File: src/rtl/vote_pkg.sv
// Shared types and constants for the four-voter ballot sequencer.
package vote_pkg;

   localparam int N_VOTERS = 4;

   typedef enum logic [1:0] {
      IDLE    = 2'd0,
      COLLECT = 2'd1,
      TALLY   = 2'd2,
      DONE    = 2'd3
   } state_t;

   localparam logic [3:1] V_PASS = 3'b100;
   localparam logic [3:1] V_TIE  = 3'b010;
   localparam logic [3:1] V_FAIL = 3'b001;

endpackage

File: src/rtl/vote_tally.sv
// Combinational tally: counts yes ballots among latched voters and classifies the count one-hot.
module vote_tally
   import vote_pkg::*;
(
   input  logic [N_VOTERS-1:0] ballots,
   input  logic [N_VOTERS-1:0] mask,
   output logic [2:0]          yes_cnt,
   output logic [3:1]          verdict
);

   // NOTE: every always_comb output gets a default first so no path leaves it unassigned (no latch).
   always_comb begin
      yes_cnt = '0;
      verdict = V_FAIL;
      for (int i = 0; i < N_VOTERS; i++) begin
         yes_cnt = yes_cnt + {2'b00, ballots[i] & mask[i]};
      end
      if (yes_cnt >= 3'd3) begin
         verdict = V_PASS;
      end else if (yes_cnt == 3'd2) begin
         verdict = V_TIE;
      end
   end

endmodule

File: src/rtl/vote_session_ctrl.sv
// Ballot session sequencer: IDLE -> COLLECT -> TALLY -> DONE with registered one-hot verdict.
// Define VOTE_TIMEOUT_EN to close the collection window after TIMEOUT cycles.
module vote_session_ctrl
   import vote_pkg::*;
#(
   parameter int TIMEOUT = 16,
   parameter int TW      = 8
) (
   input  logic                clk,
   input  logic                rst_n,
   input  logic                start,
   input  logic [N_VOTERS-1:0] vote_valid,
   input  logic [N_VOTERS-1:0] vote_val,
   output logic                busy,
   output logic                done,
   output logic [N_VOTERS-1:0] voted_mask,
   output logic [2:0]          yes_cnt,
   output logic [3:1]          O,
   output logic                timed_out
);

   state_t              state, state_nxt;
   logic [N_VOTERS-1:0] ballots;
   logic [N_VOTERS-1:0] fresh;
   logic [N_VOTERS-1:0] mask_nxt;
   logic                full;
   logic                expire;
   logic [2:0]          tally_yes;
   logic [3:1]          tally_verdict;

   // Only voters not yet in the mask may latch, so the first ballot wins.
   assign fresh    = vote_valid & ~voted_mask;
   assign mask_nxt = voted_mask | vote_valid;
   assign full     = &mask_nxt;

`ifdef VOTE_TIMEOUT_EN
   logic [TW-1:0] timer;

   always_ff @(posedge clk or negedge rst_n) begin
      if (!rst_n) begin
         timer <= '0;
      end else if (state == IDLE && start) begin
         timer <= '0;
      end else if (state == COLLECT) begin
         timer <= timer + TW'(1);
      end
   end

   assign expire = (timer == TW'(TIMEOUT - 1));
`else
   logic unused_cfg;
   assign unused_cfg = (TIMEOUT > 0) ^ (TW > 0);
   assign expire     = 1'b0;
`endif

   // NOTE: sequential state uses non-blocking assignments so all registers update from pre-edge values.
   always_ff @(posedge clk or negedge rst_n) begin
      if (!rst_n) begin
         state <= IDLE;
      end else begin
         state <= state_nxt;
      end
   end

   always_comb begin
      state_nxt = state;
      case (state)
         IDLE:    if (start) state_nxt = COLLECT;
         COLLECT: if (full || expire) state_nxt = TALLY;
         TALLY:   state_nxt = DONE;
         DONE:    state_nxt = IDLE;
         default: state_nxt = IDLE;
      endcase
   end

   assign busy = (state == COLLECT) || (state == TALLY);
   assign done = (state == DONE);

   vote_tally u_tally (
      .ballots (ballots),
      .mask    (voted_mask),
      .yes_cnt (tally_yes),
      .verdict (tally_verdict)
   );

   always_ff @(posedge clk or negedge rst_n) begin
      if (!rst_n) begin
         ballots    <= '0;
         voted_mask <= '0;
         yes_cnt    <= '0;
         O          <= '0;
         timed_out  <= 1'b0;
      end else begin
         case (state)
            IDLE: begin
               if (start) begin
                  ballots    <= '0;
                  voted_mask <= '0;
                  yes_cnt    <= '0;
                  O          <= '0;
                  timed_out  <= 1'b0;
               end
            end
            COLLECT: begin
               ballots    <= (ballots & ~fresh) | (vote_val & fresh);
               voted_mask <= mask_nxt;
               // A full mask takes priority over a coincident timeout.
               if (!full && expire) timed_out <= 1'b1;
            end
            TALLY: begin
               yes_cnt <= tally_yes;
               O       <= tally_verdict;
            end
            default: ;
         endcase
      end
   end

endmodule

File: config.mk
export PLATFORM = sky130hd
export DESIGN_NAME = vote_session_ctrl
export DESIGN_NICKNAME = d
export VERILOG_FILES = /design/src/rtl/vote_pkg.sv /design/src/rtl/vote_tally.sv /design/src/rtl/vote_session_ctrl.sv
export SDC_FILE = /design/constraint.sdc
export NUM_CORES = 1
export LEC_CHECK = 0
export ABC_AREA = 1
export CAP_MARGIN = 20
export CORE_UTILIZATION = 35
export DETAILED_ROUTE_END_ITERATION = 7
export GPL_TIMING_DRIVEN = 0
export PLACE_DENSITY = 0.59
export SETUP_SLACK_MARGIN = 0.3
export SKIP_CTS_REPAIR_TIMING = 1
export SLEW_MARGIN = 20
export SYNTH_ARGS = -nofsm -noshare
export SYNTH_HDL_FRONTEND = slang
export SYNTH_HIERARCHICAL = 1
export SYNTH_SLANG_ARGS = --single-unit
export TNS_END_PERCENT = 30
File: constraint.sdc
create_clock -name clk -period 2.01 [get_ports clk]
set_input_delay 0.603 -clock clk [delete_from_list [all_inputs] [get_ports clk]]
set_output_delay 0.603 -clock clk [all_outputs]
set_load 0.02 [all_outputs]
-- After elaboration in Yosys (flattened, before gate mapping)
Index checks and enable logic that the tools add are counted.
- bits in registers: 16
- input bits: 11
- output and inout port bits: 13
- word-level logic and storage cells: 45
- $add $sub $neg: 3
- $lt $le $gt $ge: 1
- eq/ne operators: 6
- mux-type cells: 11
- bitwise gates (word level): 11
- reductions and logical operators: 8
- operators with widths (cell ; count):
    case mux 4 bit (2 select lines) ; 2
    AND 4 bit ; 3
    case mux 3 bit (2 select lines) ; 2
    NOT 4 bit ; 2
    bitwise OR 4 bit ; 2
    case mux 2 bit (4 select lines) ; 1
    adder 3 x 1 -> 3 bit ; 2
    two-way mux 2 bit ; 3
    two-way mux 3 bit ; 2
    AND reduction 2 bit ; 3
    AND 1 bit ; 4
    equality test 2 bit, second input constant ; 2
    two-way mux 4 bit ; 1
    inequality test 2 bit, second input constant ; 2
    AND reduction 4 bit ; 1
    nonzero test 2 bit ; 2
    equality test 3 x 2 -> 1 bit, second input constant ; 1
    >= comparator 3 x 2 -> 1 bit, second input constant ; 1
    adder 1 x 1 -> 2 bit ; 1
    equality test 2 x 1 -> 1 bit, second input constant ; 1
    zero test 2 bit ; 1
    logical OR 1 bit ; 1

-- Logic depth before layout (Yosys ltp)
- depth in word-level cells: 8
- mapped depth: 9
- mapped depth without buffers: 9

-- Cells and area by module
The synthesis kept the hierarchy.
- modules (own cells, without submodules) (module ; instances ; cells an instance ; area an instance (um^2) ; seq. area each (um^2)):
    vote_session_ctrl ; 1 ; 99 ; 835.8 ; 400.4
    vote_tally ; 1 ; 20 ; 113.9 ; 0.0

-- Worst setup path before layout
Ideal clock, no wire load.
- kind: register to register
- start: reg voted_mask[0]
- end: reg O[2] (netlist bit)
- setup time: 0.127 ns
- data arrival time: 1.729 ns
- data required time: 1.883 ns
- setup slack: 0.154 ns
- stages on the path, launching flop included: 10
- path buffers: 0
- period minus slack after synthesis: 1.856 ns
- path through: dfrtp_1 -> nand2_1 -> inv_1 -> fa_1 -> nand2_1 -> ha_1 -> nand2_1 -> nor2_2 -> nand3_1 -> o21ai_0
- longest elaborated chain between the ends: 8
- elaborated cells on any way between the ends: 9
- classes of those cells: add/sub (3); order compare (1); eq/ne (1); mux (3); bitwise (1)
- ends and longest elaborated chain (what ; line ; RTL):
    start: declaration ; vote_session_ctrl.sv:16 ; output logic [N_VOTERS-1:0] voted_mask,
    start signal: assignment ; vote_session_ctrl.sv:106 ; voted_mask <= mask_nxt;
    AND 1 bit * ; vote_tally.sv:16 ; yes_cnt = yes_cnt + {2'b00, ballots[i] & mask[i]};
    adder 1 x 1 -> 2 bit * ; vote_tally.sv:16 ;
    adder 3 x 1 -> 3 bit * (2 in series) ; vote_tally.sv:16 ;
    via tally_yes[1] ; vote_session_ctrl.sv:28 ; logic [2:0] tally_yes;
    branches (longest 2 deep; another with >= comparator 3 x 2 -> 1 bit) ; n/a ;
    two-way mux 3 bit * ; vote_tally.sv:18 ; if (yes_cnt >= 3'd3) begin
    via tally_verdict, one bit ; vote_session_ctrl.sv:29 ; logic [3:1] tally_verdict;
    case mux 3 bit (2 select lines) * ; vote_session_ctrl.sv:94 ; case (state)
    end signal: assignment ; vote_session_ctrl.sv:112 ; O <= tally_verdict;
    end: declaration ; vote_session_ctrl.sv:18 ; output logic [3:1] O,
Mark *: on every way through the listed nets, which the timed path passes.
A chain may end at the register's enable or synchronous reset.

-- Worst setup path in the final report
- start: reg voted_mask[1]
- end: out voted_mask[1]
No word-level cell between the ends.

==> summary.md <==
| Metric | Value |
|---|---|
| Status | completed |
| Slew Viols, Final | 0 |
| Power Total | 1617 uW |
| Pre-CTS setup slack | 0.04215 ns |
| First-pass GRT wire length | 3056 um |
| Largest stage delay on the critical path | 0.63 ns |
| Starting DRC count in detailed routing | 17 |
| Cell Rows | 18 |
| Fin crit share | 0.9616 |
| Vias per cell | 4.790 |
| Clock tree buffer depth | 2 |
| Wirelength, routed | 1915 um |
| Type of the most critical hold path | flop to flop |
| Pin count of the biggest net entering global routing | 17 |
| Clock Root Buffer | clkbuf_4 |
| Clk Latency, worst-skew pair | 0.28 ns |
| Worst Setup Path Type | flop to output pin |
| Final GP Congestion | 0.7434 |
| DRC Markers | 0 |
| Worst hold path depth | 2 |
| CP Launch Type | flop |
| CP Data Required Time | 1.41 ns |
| Layout cells sized above 1 | 0.1986 |
| Slowest-stage cell, CP | clkdlybuf4s50_1 |
| Post-DRT Antenna Nets | 0 |
| Cell-internal power | 888.1 uW |
| Average size of a mapped cell | 7.980 um^2 |
| Worst path bufs/invs | 1 |
| Cells after Synth | 119 |
| Clock transition at path regs | 0.10 ns |
| Clk pwr share | 0.110 |
| Worst IR Drop VDD | 0.8733 mV |
| CP top delay family | buffers and inverters |
| GRT Total Usage | 0.1465 |
| CTS tree | done |
| Worst slew pin tran | 0.7386 ns |
| Fmax | 0.5174 GHz |
| Die Y | 54.09 um |
| Critical path fanouts, max | 5 |
| Vias in the first global route | 699 |
| Worst R2R Setup Slack | 0.16 ns |
| Final min period | 1.933 ns |
| Port Buf Inserts | 22 |
| Vias | 843 |
| Syn-to-layout area delta | 34.39% |
| # setup viols final | 0 |
| Number of max-cap violations | 0 |
| Final-layout setup total negative slack | 0 ns |
| Die area | 2926 um^2 |
| Levels on crit path | 1 |
| Num ports | 24 |
| Core Area | 2522 um^2 |
| #FFs+latches synth | 16 |
| Lkg Pwr | 0.0006253 uW |
| Initial Utilization | 0.3765 |
| Seq pwr share | 0.324 |
| Die span in x | 54.09 um |
| Final count of hold timing violations | 0 |
| Crit-path cells | clkdlybuf4s50_1 |
| Crit path capture type | output pin |
| Antenna violations before repair | 0 |
| Synthesized net count | 137 |
| Reg2reg start | voted_mask[0] |
| Worst reg2reg path depth | 9 |
| DP HPWL | 1459 um |
| Grt total ovfl | 0 |
| Crit path DAT | 1.33 ns |
| DP Area | 1227 um^2 |
| Post-synth top area share | 0.4216 |
| Syn Std Cell Area | 949.7 um^2 |
| RR Endpoint | O[2] |
| Setup Skew | 0.009733 ns |
| Slew HR | 0.5061 |
| Htree depth | 1 |
| Area contributors post-synth | dfrtp_1 (42%), nand2_1 (9.1%), ha_1 (7.9%), inv_1 (7.5%), nand3_1 (6.3%) |
| PnR worst setup slack | 0.07716 ns |
| Sw frac | 0.4509 |
| Router iterations before antenna repair | 4 |
| RSZ-0062 raised after global routing | true |
| Pwr/cell area | 1267 nW/um^2 |
| Nets@finish | 165 |
| Drt wl/cell | 10.88 um |
| NetSw | 729.3 uW |
| Combinational Power Share | 0.566 |
| Diodes inserted | 0 |
| Sink Count | 16 |
| Fin area | 1276 um^2 |
| Min-delay src | O[2] |
| Sequential fraction of the synthesis area | 0.4216 |
| Yosys top cell by area | dfrtp_1 |
| Hold Path End | O[2] |
| Total CTS buffers | 3 |
| Synth cell types | 19 |
| YS warnings | 6 |
[tightest hold or removal path, stage by stage (launching register included)]
cell and delay (ns):
dfrtp_1 0.39, inv_1 0.05, o21ai_1 0.06
[metrics by stage]
step / std cells / util / hold WS, ns
2_1_floorplan: 119 / - / 0.3074
3_3_place_gp: 171 / 0.4866 / 0.5171
3_5_place_dp: 171 / 0.4866 / 0.5207
4_1_cts: 175 / 0.4970 / 0.5376
5_1_grt: 176 / 0.5060 / 0.5621
6_report: 176 / 0.5060 / 0.5307
[synth_stat cells]
library cell and number:
buf_4 1, inv_2 3, dfrtp_1 16, clkinv_1 1, nor2_1 6, conb_1 1, nand3_1 12, ha_1 6
nand2_1 23, nor2_2 1, inv_4 1, nor2_4 2, fa_1 1, inv_1 19, o21ai_1 1, nand2_2 3
o21ai_0 9, o21ai_2 5, a21oi_1 8
[routing by layer]
layer / track usage / vias to the layer above / routed length (um)
li1: - / 427 / -
met5: 0 / - / 0
met1: 0.2111 / 397 / 962
met4: 0.05128 / 0 / 15
met3: 0.02542 / 2 / 75
met2: 0.2181 / 17 / 861
[kinds of logic (layout without fill, tap and decap cells)]
family | Yosys count | count (layout) | synth area share
flops | 16 | 16 | 0.4216
other cells | 1 | 1 | 0.003949
fa+ha+maj | 7 | 7 | 0.1001
buf+inv | 25 | 52 | 0.1054
simple gates | 47 | 47 | 0.2279
compound gates | 23 | 23 | 0.1410
[worst max path at each step]
stage	end	slack [ns]	from
2_1_floorplan	O[2]	0.22	voted_mask[3]
3_3_place_gp	busy	0.05	state[1]
3_5_place_dp	busy	0.04	state[0]
4_1_cts	busy	-0.28	state[0]
5_1_grt	busy	0.04	state[0]
6_report	voted_mask[1]	0.08	voted_mask[1]
[power groups by stage]
| stage | Combinational [uW] | Clock [uW] | Sequential (uW) |
|---|---|---|---|
| finish | 916 | 177 | 524 |
| global route | 1020 | 194 | 537 |
| CTS | 901 | 184 | 522 |
| detailed placement | 893 | 0 | 528 |
| global placement | 879 | 0 | 524 |
| floorplan | 553 | 0 | 576 |
[placed cells by master (no fill, tap or decap), types with 5 or more instances in the layout]
cell type,instances
a21oi_1,8
o21ai_0,7
nand2_2,6
clkdlybuf4s50_1,19
o21ai_2,5
nand2_1,20
nor2_1,6
inv_1,18
nand3_1,12
dfrtp_1,14
[sequential cells by signal, summed over array words and instances (netlist names)]
| register | cells |
|---|---|
| ballots | 4 |
| O | 3 |
| state | 2 |
| yes_cnt | 3 |
| voted_mask | 4 |
[cell type report]
cell class | count | area (um^2)
Sequential cell | 16 | 402.9
Buffer | 1 | 7.507
Timing Repair Buffer | 23 | 237.7
Tap cell | 30 | 37.54
Fill cell | 256 | 1246
Inverter | 24 | 92.59
Multi-Input combinational cell | 78 | 471.7
Clock buffer | 4 | 26.28
Note: power is estimated with default switching activity, not from simulation.
==> edit 1 (config.mk and constraints unchanged) <==
The package constant `N_VOTERS` goes from 4 to 6.
--- a/src/rtl/vote_pkg.sv
+++ b/src/rtl/vote_pkg.sv
@@ -1,7 +1,7 @@
 // Shared types and constants for the four-voter ballot sequencer.
 package vote_pkg;
 
-   localparam int N_VOTERS = 4;
+   localparam int N_VOTERS = 6;
 
    typedef enum logic [1:0] {
       IDLE    = 2'd0,
Ports: changed (resized vote_val, vote_valid and voted_mask); port bits go from 24 to 30. The function was not compared with the original's and may differ.
==> edit 1 against the unedited design <==
  * Worst setup slack got worse by 0.75 ns
  * Largest cell class unchanged
  * Synthesized area rose by 24%
  * Synthesized cell count up 25%
  * Design area up 29%
  * Fmax is 28% lower
  * Total power rose by 33%
  * Sequential share of layout area is 1.1 points lower
  * Worst hold slack got worse by 0.020 ns
  * Largest power group unchanged
  * The flow now finishes with violations (setup timing)
  * Sequential cell count rose by 4
  * Clock skew is 0.0052 ns lower
  * Routed wire length is 37% higher
  * Die area grew 23%
  * Critical path type is now flip-flop to flip-flop
  * Register-to-register slack worse by 0.83 ns
  * Critical path depth increased by 13
==> edit 1: results (changes against the unedited design) <==
Clock network
  – Worst-path clk slew: 0.12 ns (was 0.10 ns)
  – Inserted Clock Buffers: 3 (unchanged)
  – Insertion delay to the later sink of the worst-skew pair: 0.30 ns (was 0.28 ns)

Critical path
  – Worst Path Max Fanout: 3 (was 5)
  – CP Capture Type: flip-flop (was output pin)
  – Arrival @ worst endpoint: 2.88 ns (was 1.33 ns)

STA
  – Worst clock skew: 0.00451 ns (was 0.00973 ns)
  – Total Neg Setup Slack: -2.89 ns (was 0 ns)
  – Setup violations, final: 6 (was 0)
  – Slew Limit Fails: 0 (unchanged)
  – PnR worst setup slack: -0.669 ns (was 0.0772 ns)
  – Rel. slew slack: 0.372 (was 0.506)

Place
  – IO Port Bufs: 28 (was 22)
  – DP Area: 0.00152 sq mm (was 0.00123 sq mm)
  – Place WS: -0.745 ns (was 0.0421 ns)
  – HPWL Detailed: 1.91 mm (was 1.46 mm)
  – Routability cong.: 0.771 (was 0.743)
  – Cells after DPL: 221 (was 171)

Layout
  – Layout fillers: 308 (was 256)
  – Layout cell share with drive strength beyond 1: 0.225 (was 0.199)
  – Biggest regs: ballots (6), voted_mask (6) (was ballots (4), voted_mask (4))
  – Ant diodes: 0 (unchanged)
  – Final nets: 211 (was 165)

Detailed routing
  – Top sig layer: met3 (was met4)
  – Via-per-instance ratio: 4.61 (was 4.79)
  – Met1 wire length: 1.16 mm (was 962 microns)
  – DRT iter0 DRCs: 53 (was 17)
  – WL met2: 1.33 mm (was 861 microns)
  – DR vias: 1065 (was 843)
  – Wire length on met3: 129 microns (was 75 microns)
  – Routed WL per cell: 11.4 microns (was 10.9 microns)

Power and ir drop
  – Sw frac: 0.455 (was 0.451)
  – Leakage: 0.965 nW (was 0.625 nW)
  – P_sw: 982 uW (was 729 uW)
  – Reg power frac: 0.309 (was 0.324)
  – Combinational Power Share: 0.596 (was 0.566)
  – Peak supply drop: 752 uV (was 873 uV)

Synthesis
  – YS warnings: 6 (unchanged)
  – Synth area leaders: dfrtp_1, nand2_1, inv_1 (was dfrtp_1, nand2_1, ha_1)
  – Commonest cells post-synth: nand2_1, inv_1, dfrtp_1 (unchanged)
  – Post-Syn Instances: 149 (was 119)
  – Distinct cell type count after synthesis: 19 (unchanged)
  – Syn Nets: 172 (was 137)
  – Sequential area share after synthesis: 0.424 (was 0.422)
  – Post-synth ARST share: 1.00 (unchanged)

Global route
  – First-pass GRT wire length: 4.33 mm (was 3.06 mm)
  – Grt met2 use: 0.263 (was 0.218)
  – Grt met1 use: 0.222 (was 0.211)
  – Vias in the first global route: 994 (was 699)
  – Gr usage total: 0.161 (was 0.146)
  – GR met3 Demand/Resource: 0.0260 (was 0.0254)
  – Initial antenna violation count: 0 (unchanged)
  – Pin count of the biggest net entering global routing: 21 (was 17)

Outcome
  – Failing checks: setup timing
  – Status: finished, violations left (was complete, no violations)

Min path
  – Hold Path Class: flip-flop to flip-flop (unchanged)
-- edit 1: cell types whose count changed in the layout (fill, tap and decap cells not counted), sizes merged, moves of 3 or more --
cell | unedited run | this run
nand2 | 26 | 40
buf | 3 | 12
dlymetal6s2s | 2 | 10
clkdlybuf4s50 | 19 | 14
inv | 23 | 28
a21oi | 8 | 12
dfrtp | 16 | 20
o21ai | 15 | 12
-- edit 1: path summary, 6_finish.rpt --
kind / cells after the start / slack (ns) / startpoint / end
max in group asynchronous: 1 / 0.56 / rst_n / voted_mask[0]
max: 14 / -0.67 / voted_mask[0] / O[3]
min in group asynchronous: 1 / 0.81 / rst_n / ballots[4]
min reg2reg: 2 / 0.51 / O[3] / O[3]
max reg2reg: 14 / -0.67 / voted_mask[0] / O[3]
min: 2 / 0.51 / O[3] / O[3]
-- edit 1: area by class of cell --
cell class | instances | area, sq um | share of cell area
Multi-Input combinational cell | 98 | 587 | 0.357
Sequential cell | 20 | 502 | 0.305
Tap cell | 44 | 55.1 | 0.0335
Buffer | 3 | 27.5 | 0.0167
Timing Repair Buffer | 34 | 339 | 0.206
Clock buffer | 4 | 26.3 | 0.0160
Inverter | 28 | 108 | 0.0654
-- edit 1: worst max-delay path, cell delays in order (launching register included) --
cell and delay (ns):
dfrtp_2 0.44, nand2_2 0.06, inv_2 0.04, fa_1 0.52
inv_1 0.05, fa_1 0.44, inv_2 0.08, ha_4 0.12
inv_2 0.03, fa_2 0.54, inv_2 0.05, nand2_2 0.06
nand2_2 0.05, nand3_2 0.06, nand2_1 0.05
-- edit 1: cell families (layout without fill, tap and decap cells) --
family          Yosys count  count (layout)  share of synthesized area
simple gates             65              65                      0.230
buf+inv                  31              69                      0.115
compound gates           24              24                      0.124
flops                    20              20                      0.424
fa+ha+maj                 8               8                      0.104
other cells               1               1                    0.00318
==> edit 2 (same settings) <==
Made on the original files. Put a register stage on the outputs `busy` and `done`, with the module's reset. The values now appear one clock later. The other outputs are not delayed to match.
--- a/src/rtl/vote_session_ctrl.sv
+++ b/src/rtl/vote_session_ctrl.sv
@@ -73,8 +73,15 @@
       endcase
    end
 
-   assign busy = (state == COLLECT) || (state == TALLY);
-   assign done = (state == DONE);
+   always_ff @(posedge clk or negedge rst_n) begin
+      if (!rst_n) begin
+         busy <= '0;
+         done <= '0;
+      end else begin
+         busy <= (state == COLLECT) || (state == TALLY);
+         done <= (state == DONE);
+      end
+   end
 
    vote_tally u_tally (
       .ballots (ballots),
Formal check against the unedited RTL: not equivalent (Yosys sat finds a counterexample within 4 cycles, from zero or initial values and one cycle with rst_n low).
==> edit 2 against the unedited design <==
  * Worst setup slack better by 0.065 ns
  * Sequential cell count is 2 higher
  * Total power is 2.4% higher
  * Synthesized area is 5.3% higher
  * Largest cell class unchanged
  * Routed wire length is 1.3% higher
  * Register-to-register slack better by 0.04 ns
  * Critical path depth stayed put
  * Fmax is 3.5% higher
  * Design area is 3.8% higher
==> edit 2: results (changes against the unedited design) <==
Place
  – Place WS: 0.185 ns (was 0.0421 ns)
  – DP Area: 0.00128 sq mm (was 0.00123 sq mm)
  – HPWL Detailed: 1.48 mm (was 1.46 mm)
  – Routability cong.: 0.800 (was 0.743)

Clock network
  – H-tree levels: 1 (unchanged)
  – Worst-path clk slew: 0.11 ns

Global route
  – Vias in the first global route: 883 (was 699)
  – Gr usage total: 0.149 (was 0.146)
  – First-pass GRT wire length: 3.67 mm (was 3.06 mm)
  – Pin count of the biggest net entering global routing: 19 (was 17)

Power and ir drop
  – Combinational Power Share: 0.513 (was 0.566)
  – P_clk: 226 uW (was 177 uW)
  – Leakage: 0.683 nW (was 0.625 nW)
  – P_sw: 714 uW (was 729 uW)
  – Clk pwr share: 0.137 (was 0.110)
  – Peak supply drop: 777 uV (was 873 uV)

Synthesis
  – Syn Nets: 139 (was 137)
  – Synth area leaders: dfrtp_1, nand2_1, ha_1 (unchanged)
  – Most common flop cell mapped by yosys: dfrtp_1 (unchanged)
  – Syn_area_per_cell: 8.26 sq um (was 7.98 sq um)
  – Post-Syn Instances: 121 (was 119)
  – Commonest cells post-synth: nand2_1, inv_1, dfrtp_1 (unchanged)
  – Sequential area share after synthesis: 0.451 (was 0.422)

Detailed routing
  – Via-per-instance ratio: 4.74 (was 4.79)
  – Pre-antenna DRT Iters: 3 (was 4)
  – DRT iter0 DRCs: 10 (was 17)
  – WL final: 1.94 mm (was 1.92 mm)

STA
  – Fin crit share: 0.929 (was 0.962)
  – Rel. slew slack: 0.438 (was 0.506)
  – Worst Hold Slack: 0.530 ns (was 0.531 ns)
  – Worst clock skew: 0.00298 ns (was 0.00973 ns)

Critical path
  – Critical Path End: yes_cnt[0] (was voted_mask[1])
  – CP peak stage delay: 0.60 ns (was 0.63 ns)
  – Slowest-stage cell, CP: clkdlybuf4s50_1 (unchanged)
  – FF-to-FF path depth: 9 (unchanged)
  – Worst Path Max Fanout: 2 (was 5)
  – Setup crit start: yes_cnt[0] (was voted_mask[1])
  – Worst R2R Setup Slack: 0.20 ns (was 0.16 ns)
  – Arrival @ worst endpoint: 1.26 ns (was 1.33 ns)

Layout
  – Non-Filler Instances: 178 (was 176)
  – Layout cell share with drive strength beyond 1: 0.177 (was 0.199)
  – Final nets: 166 (was 165)

Min path
  – Min-delay src: O[3] (was O[2])
  – Hold endpoint: O[3] (was O[2])

Outcome
  – Status: complete, no violations (unchanged)
-- edit 2: changes by cell type in the layout (fill, tap and decap cells not counted), sizes merged --
cell / change
clkdlybuf4s50: -1
dlymetal6s2s: +2
buf: -2
dfrtp: +2
-- edit 2: kinds of logic (layout without fill, tap and decap cells) --
kind of cell	after synthesis	after routing	share of synthesized area
buf+inv	25	51	0.100
simple gates	47	47	0.217
other cells	1	1	0.00375
compound gates	23	23	0.134
flops	18	18	0.451
fa+ha+maj	7	7	0.0951
-- edit 2: layout make-up --
cell class / count / area, sq um
Buffer: 1 / 7.51
Clock buffer: 4 / 36.3
Fill cell: 264 / 1410
Inverter: 24 / 92.6
Multi-Input combinational cell: 78 / 467
Sequential cell: 18 / 453
Tap cell: 31 / 38.8
Timing Repair Buffer: 22 / 230
-- edit 2: per-layer routing --
layer  vias to the layer above  track usage  wire length (microns)
met1                       396        0.192                    924
met5                         -            0                      0
met4                         0       0.0750                     20
met2                        11        0.246                    948
met3                         2       0.0164                     46
li1                        434            -                      -
